[src/rtl/ex_stage.sv]
// EX stage of the 16-bit MIPS core: ALU, branch target, destination select, EX/MEM register.
// Define EX_MUL_EN to build the multi-cycle shift-add multiply (funct 110); otherwise funct 110 is illegal.
module ex_stage #(
    parameter int DATA_W = 16,
    parameter int REG_W  = 3
) (
    input  logic              clk,
    input  logic              rst_n,
    input  logic              in_valid,
    output logic              in_ready,
    input  logic              flush,
    input  logic              mem_stall,
    input  logic [DATA_W-1:0] in_PC_plus_two,
    input  logic [DATA_W-1:0] in_Read_data_1,
    input  logic [DATA_W-1:0] in_Read_data_2,
    input  logic [DATA_W-1:0] in_immediate,
    input  logic              in_ALU_Src,
    input  logic [1:0]        in_ALUOp,
    input  logic              in_RegDest,
    input  logic [REG_W-1:0]  in_rt,
    input  logic [REG_W-1:0]  in_rd,
    input  logic              in_MemRead,
    input  logic              in_MemWrite,
    input  logic              in_Branch,
    input  logic              in_MemtoReg,
    input  logic              in_RegWrite,
    output logic              O_valid,
    output logic [DATA_W-1:0] O_alu_result,
    output logic              O_zero,
    output logic [DATA_W-1:0] O_branch_target,
    output logic [DATA_W-1:0] O_write_data,
    output logic [REG_W-1:0]  O_write_reg,
    output logic              O_MemRead,
    output logic              O_MemWrite,
    output logic              O_Branch,
    output logic              O_MemtoReg,
    output logic              O_RegWrite,
    output logic              O_illegal
);

    typedef struct packed {
        logic              valid;
        logic [DATA_W-1:0] alu;
        logic              zero;
        logic [DATA_W-1:0] target;
        logic [DATA_W-1:0] wdata;
        logic [REG_W-1:0]  wreg;
        logic              mem_read;
        logic              mem_write;
        logic              branch;
        logic              mem_to_reg;
        logic              reg_write;
        logic              illegal;
    } exmem_t;

    logic [DATA_W-1:0] op_b_s;
    logic [DATA_W-1:0] alu_res_s;
    logic              illegal_s;
    logic              accept_s;
    exmem_t            single_s;
    exmem_t            exmem_nxt_s;
    exmem_t            exmem_r;

`ifdef EX_MUL_EN
    typedef enum logic [1:0] {
        ST_IDLE = 2'd0,
        ST_MUL  = 2'd1,
        ST_DONE = 2'd2
    } state_t;

    localparam int                CNT_W    = $clog2(DATA_W);
    localparam logic [CNT_W-1:0]  CNT_LAST = CNT_W'(DATA_W - 1);

    state_t            state_r;
    state_t            state_nxt_s;
    logic [CNT_W-1:0]  cnt_r;
    logic [DATA_W-1:0] mcand_r;
    logic [DATA_W-1:0] mplier_r;
    logic [DATA_W-1:0] prod_r;
    exmem_t            mul_ctl_r;
    exmem_t            mul_out_s;
    logic              is_mul_s;

    assign in_ready = rst_n && (state_r == ST_IDLE) && !mem_stall;
`else
    assign in_ready = rst_n && !mem_stall;
`endif

    assign accept_s = in_valid && in_ready && !flush;

    // Operand select and ALU decode
    always_comb begin
        op_b_s    = in_ALU_Src ? in_immediate : in_Read_data_2;
        alu_res_s = {DATA_W{1'b0}};
        illegal_s = 1'b0;
`ifdef EX_MUL_EN
        is_mul_s  = 1'b0;
`endif
        case (in_ALUOp)
            2'b00: alu_res_s = in_Read_data_1 + op_b_s;
            2'b01: alu_res_s = in_Read_data_1 - op_b_s;
            2'b10: begin
                case (in_immediate[2:0])
                    3'b000: alu_res_s = in_Read_data_1 + op_b_s;
                    3'b001: alu_res_s = in_Read_data_1 - op_b_s;
                    3'b010: alu_res_s = in_Read_data_1 & op_b_s;
                    3'b011: alu_res_s = in_Read_data_1 | op_b_s;
                    3'b100: alu_res_s = {{(DATA_W-1){1'b0}},
                                         ($signed(in_Read_data_1) < $signed(op_b_s))};
                    3'b101: alu_res_s = in_Read_data_1 << op_b_s[3:0];
`ifdef EX_MUL_EN
                    3'b110: is_mul_s  = 1'b1;
`else
                    3'b110: illegal_s = 1'b1;
`endif
                    default: illegal_s = 1'b1;
                endcase
            end
            2'b11: alu_res_s = in_Read_data_1 | op_b_s;
            default: alu_res_s = {DATA_W{1'b0}};
        endcase
    end

    // EX/MEM payload of a single-cycle instruction; illegal ops never write state
    always_comb begin
        single_s            = '0;
        single_s.valid      = 1'b1;
        single_s.alu        = alu_res_s;
        single_s.zero       = (alu_res_s == {DATA_W{1'b0}});
        single_s.target     = in_PC_plus_two + {in_immediate[DATA_W-2:0], 1'b0};
        single_s.wdata      = in_Read_data_2;
        single_s.wreg       = in_RegDest ? in_rd : in_rt;
        single_s.mem_read   = in_MemRead && !illegal_s;
        single_s.mem_write  = in_MemWrite && !illegal_s;
        single_s.branch     = in_Branch;
        single_s.mem_to_reg = in_MemtoReg;
        single_s.reg_write  = in_RegWrite && !illegal_s;
        single_s.illegal    = illegal_s;
    end

    // Next EX/MEM contents; anything not producing a result becomes a bubble
    always_comb begin
        exmem_nxt_s = '0;
        if (flush) begin
            exmem_nxt_s = '0;
`ifdef EX_MUL_EN
        end else if (state_r == ST_DONE) begin
            exmem_nxt_s = mul_out_s;
        end else if (accept_s && !is_mul_s) begin
            exmem_nxt_s = single_s;
`else
        end else if (accept_s) begin
            exmem_nxt_s = single_s;
`endif
        end else begin
            exmem_nxt_s = '0;
        end
    end

    // EX/MEM register, frozen while memory stalls
    always_ff @(posedge clk or negedge rst_n) begin
        if (!rst_n) begin
            exmem_r <= '0;
        end else if (!mem_stall) begin
            exmem_r <= exmem_nxt_s;
        end else begin
            exmem_r <= exmem_r;
        end
    end

`ifdef EX_MUL_EN
    // Product result carrying the controls captured at accept
    always_comb begin
        mul_out_s         = mul_ctl_r;
        mul_out_s.valid   = 1'b1;
        mul_out_s.alu     = prod_r;
        mul_out_s.zero    = (prod_r == {DATA_W{1'b0}});
        mul_out_s.illegal = 1'b0;
    end

    // Multiply FSM next state; flush aborts regardless of mem_stall
    always_comb begin
        state_nxt_s = state_r;
        case (state_r)
            ST_IDLE: begin
                if (accept_s && is_mul_s) state_nxt_s = ST_MUL;
                else                      state_nxt_s = ST_IDLE;
            end
            ST_MUL: begin
                if (flush)                 state_nxt_s = ST_IDLE;
                else if (cnt_r == CNT_LAST) state_nxt_s = ST_DONE;
                else                       state_nxt_s = ST_MUL;
            end
            ST_DONE: begin
                if (flush || !mem_stall) state_nxt_s = ST_IDLE;
                else                     state_nxt_s = ST_DONE;
            end
            default: state_nxt_s = ST_IDLE;
        endcase
    end

    // FSM state register
    always_ff @(posedge clk or negedge rst_n) begin
        if (!rst_n) state_r <= ST_IDLE;
        else        state_r <= state_nxt_s;
    end

    // Shift-add datapath: one multiplier bit per cycle
    always_ff @(posedge clk or negedge rst_n) begin
        if (!rst_n) begin
            cnt_r     <= {CNT_W{1'b0}};
            mcand_r   <= {DATA_W{1'b0}};
            mplier_r  <= {DATA_W{1'b0}};
            prod_r    <= {DATA_W{1'b0}};
            mul_ctl_r <= '0;
        end else if (flush) begin
            cnt_r <= {CNT_W{1'b0}};
        end else begin
            case (state_r)
                ST_IDLE: begin
                    if (accept_s && is_mul_s) begin
                        mcand_r   <= in_Read_data_1;
                        mplier_r  <= op_b_s;
                        prod_r    <= {DATA_W{1'b0}};
                        cnt_r     <= {CNT_W{1'b0}};
                        mul_ctl_r <= single_s;
                    end
                end
                ST_MUL: begin
                    if (mplier_r[0]) prod_r <= prod_r + mcand_r;
                    mcand_r  <= mcand_r << 1;
                    mplier_r <= mplier_r >> 1;
                    cnt_r    <= cnt_r + CNT_W'(1);
                end
                default: cnt_r <= cnt_r;
            endcase
        end
    end
`endif

    assign O_valid         = exmem_r.valid;
    assign O_alu_result    = exmem_r.alu;
    assign O_zero          = exmem_r.zero;
    assign O_branch_target = exmem_r.target;
    assign O_write_data    = exmem_r.wdata;
    assign O_write_reg     = exmem_r.wreg;
    assign O_MemRead       = exmem_r.mem_read;
    assign O_MemWrite      = exmem_r.mem_write;
    assign O_Branch        = exmem_r.branch;
    assign O_MemtoReg      = exmem_r.mem_to_reg;
    assign O_RegWrite      = exmem_r.reg_write;
    assign O_illegal       = exmem_r.illegal;

endmodule

[config.mk]
export PLATFORM = sky130hd
export DESIGN_NAME = ex_stage
export DESIGN_NICKNAME = d
export VERILOG_FILES = /design/src/rtl/ex_stage.sv
export SDC_FILE = /design/constraint.sdc
export NUM_CORES = 1
export LEC_CHECK = 0
export BUFFER_PORTS_ARGS = -buffer_cell sky130_fd_sc_hd__buf_4
export CAP_MARGIN = 20
export CORE_MARGIN = 2
export CORE_UTILIZATION = 40
export CTS_BUF_LIST = sky130_fd_sc_hd__clkbuf_4
export CTS_CLUSTER_SIZE = 40
export DETAILED_ROUTE_END_ITERATION = 12
export HOLD_SLACK_MARGIN = 0.15
export REMOVE_ABC_BUFFERS = 1
export SLEW_MARGIN = 10
export SYNTH_ARGS = -nofsm -noshare
export SYNTH_HDL_FRONTEND = slang
export SYNTH_SLANG_ARGS = --single-unit
[constraint.sdc]
create_clock -name clk -period 2.1 [get_ports clk]
set_clock_uncertainty 0.05 [all_clocks]
set_input_delay 0.42 -clock clk [delete_from_list [all_inputs] [get_ports clk]]
set_output_delay 0.42 -clock clk [all_outputs]
set_load 0.02 [all_outputs]
==> metrics.csv <==
metric,value,unit
status,"finished, violations left",
violations,negative setup slack,
pwr-share-seq,23.5,%
syn_area,6680,sq um
routed_wl,29.2,mm
met1_usage,41.1,%
ir_worst_vdd,0.000271,V
start_util,40.6,%
holdWs,0.182,ns
syn_inst,805,
synth_warnings,0,
port_buffers,143,
finalWorstPathRequiredPeriod,3.43,ns
ys.flop_type,dfrtp_1,
clk_latency,0.40,ns
top_usage_layer,met2,
endpoint_kind,flop,
net-switching-power,0.00207,W
use_met3,4.87,%
internal_power,0.00308,W
dp_hpwl,21.8,mm
grt_max_degree,60,
avgRoutedWirePerCell,20.1,um
post-route-period-util,163,%
fin_tns_setup,-15.19,ns
power_frac_comb,64.7,%
die_area,17800,sq um
grt_usage,31.5,%
synth_edf_count,0,
cts_made_buffers,9,
num_vias,8206,
design_power_total,0.00515,W
core,16500,sq um
p_clk_share,11.8,%
drtIter0Drc,650,
final_max_slew_viol_count,0,
async_flop_share,100,%
routabilityCongestion,0.978,
synth_seq_area_share,22.1,%
path_cells,"buf_12, buf_8, buf_12, mux2i_1, buf_4, ha_1, nor4_1, o21ai_2, a211oi_4, buf_6, o311ai_4, a21oi_1, and4b_1, nor4_2, a32o_1",
critical-path-max-stage-delay,0.55,ns
antenna_found_initial,1,
cts.path.max_buffers,2,
critPathBufInv,5,
placedCellCount,1392,
arrival,3.72,ns
ys_ff_latch,59,
min_path_type,in2reg,
ys_types,78,
ioPinCount,144,
clkTransAtPathRegs,0.10,ns
htree_levels,3,
drc,0,
hold_viol_final,0,
required,2.39,ns
drive_above_1_share,51.0,%
cts-root-buf,clkbuf_4,
syn_area_per_cell,8.30,sq um
rsz0062_at_grt,true,
grt_pass1_vias,8082,
grt_pass1_wl,43.7,mm
use_met2,52.9,%
path_max_fanout,6,
cts_tree,done,
critPathTopFamily,simple AND/OR/NAND/NOR gates,
relSlewSlack,41.8,%
cp_slowest_cell,nor4_1,
crit_top_cell,buf_12,
drt-vias-per-instance,5.64,
dieHeight,133,um
area_delta_synth_final,73.5,%
fin_nets,1389,
clock-sinks,59,
fin_cells,1454,
row_count,47,
ant_nets,0,
worstMarginPinSlew,0.866,ns
grt_overflow_total,0,
power.leakage,5.58,nW
cap_viol_max_count,0,
drt_first_pass_iters,5,
path_class,in2reg,
crit_path_start_kind,input port,
final_util,70.4,%
max_freq,292,MHz
power_density,444,nW/um^2
setup_viol,21,
die_w,133,um
p_sw_share,40.2,%
fin_ws,-1.33,ns
[kinds of logic after synthesis]
| group | synth area share [%] |
|---|---|
| mux | 9.12 |
| fa+ha+maj | 14.4 |
| flops | 22.1 |
| xor+xnor | 4.72 |
| compound gates | 27.8 |
| simple gates | 16.0 |
| buf+inv | 5.86 |
[area by class of cell]
class / count / area (sq um)
clock inverter: 5 / 22.5
sequential: 59 / 1480
multi-input combinational: 648 / 5820
clock buffer: 9 / 67.6
timing repair buffer: 458 / 3720
fill: 1291 / 4880
antenna: 1 / 2.50
inverter: 54 / 205
tap: 220 / 275
[cell usage in the layout (no fill, tap or decap), types with 9 or more instances in the layout]
cell        n
buf_4     424
mux4_2      9
nor3_1     13
o21ai_2    12
inv_1      48
nand2_1    70
buf_12      9
xor2_1     10
o21ai_1    14
a22o_1     34
a21oi_2    13
o21ai_0    25
mux2i_1    30
a21oi_1    38
a21o_1     12
nor2_1     56
ha_4       15
buf_6      18
o211ai_1   12
dfrtp_1    59
nand3_1    12
clkbuf_4    9
ha_1       51
xnor2_1    14
a31oi_1     9
[power groups by stage]
| stage | Sequential, W | Clock [W] | Combinational [W] |
|---|---|---|---|
| 2_1_floorplan | 0.00129 | 0 | 0.00116 |
| 3_3_place_gp | 0.00123 | 0 | 0.00258 |
| 3_5_place_dp | 0.00123 | 0 | 0.00258 |
| 4_1_cts | 0.00121 | 0.000630 | 0.00301 |
| 5_1_grt | 0.00122 | 0.000684 | 0.00353 |
| 6_report | 0.00121 | 0.000608 | 0.00333 |
[Yosys cell counts, types with 14 or more instances]
cell / number / area [sq um]
ha_1: 72 / 901
inv_1: 51 / 191
nor3_1: 17 / 85.1
dfrtp_1: 59 / 1480
mux2i_1: 37 / 370
xnor2_1: 22 / 193
nor2_1: 60 / 225
o21ai_0: 49 / 245
clkbuf_1: 30 / 113
nand2_1: 72 / 270
a21oi_1: 57 / 285
xor2_1: 14 / 123
a22o_1: 34 / 298
[metrics by stage]
step	setup WS [ns]	instance area [sq um]
after floorplan	-2.58	6490
after global placement	-2.11	9880
after detailed placement	-2.14	9880
after CTS	-1.11	11100
after global routing	-1.42	11600
final	-1.33	11600
[metal layers]
metal	vias up	wire length, um
met5	-	0
met4	0	1070
met3	76	1940
met2	387	13700
met1	3917	12500
li1	3826	-
[path summary, 6_finish.rpt]
check	from	endpoint	slack [ns]	cells past startpoint
min	in_RegWrite	O_RegWrite	0.18	2
max reg2reg	O_alu_result[4]	O_alu_result[4]	1.31	1
max in group asynchronous	rst_n	O_alu_result[8]	0.82	3
max	in_ALU_Src	O_zero	-1.33	15
min reg2reg	O_alu_result[15]	O_alu_result[15]	0.43	2
min in group asynchronous	rst_n	O_write_data[5]	0.68	3
[what timing repair did]
item,CTS,global route
gates cloned,3,0
pin swaps,84,78
hold buffers,1,0
setup endpoints to repair,25,24
gates resized for setup,174,71
buffers inserted,35,21
endpoints found under the hold margin,6,0
Power figures use the tool's default switching activity.
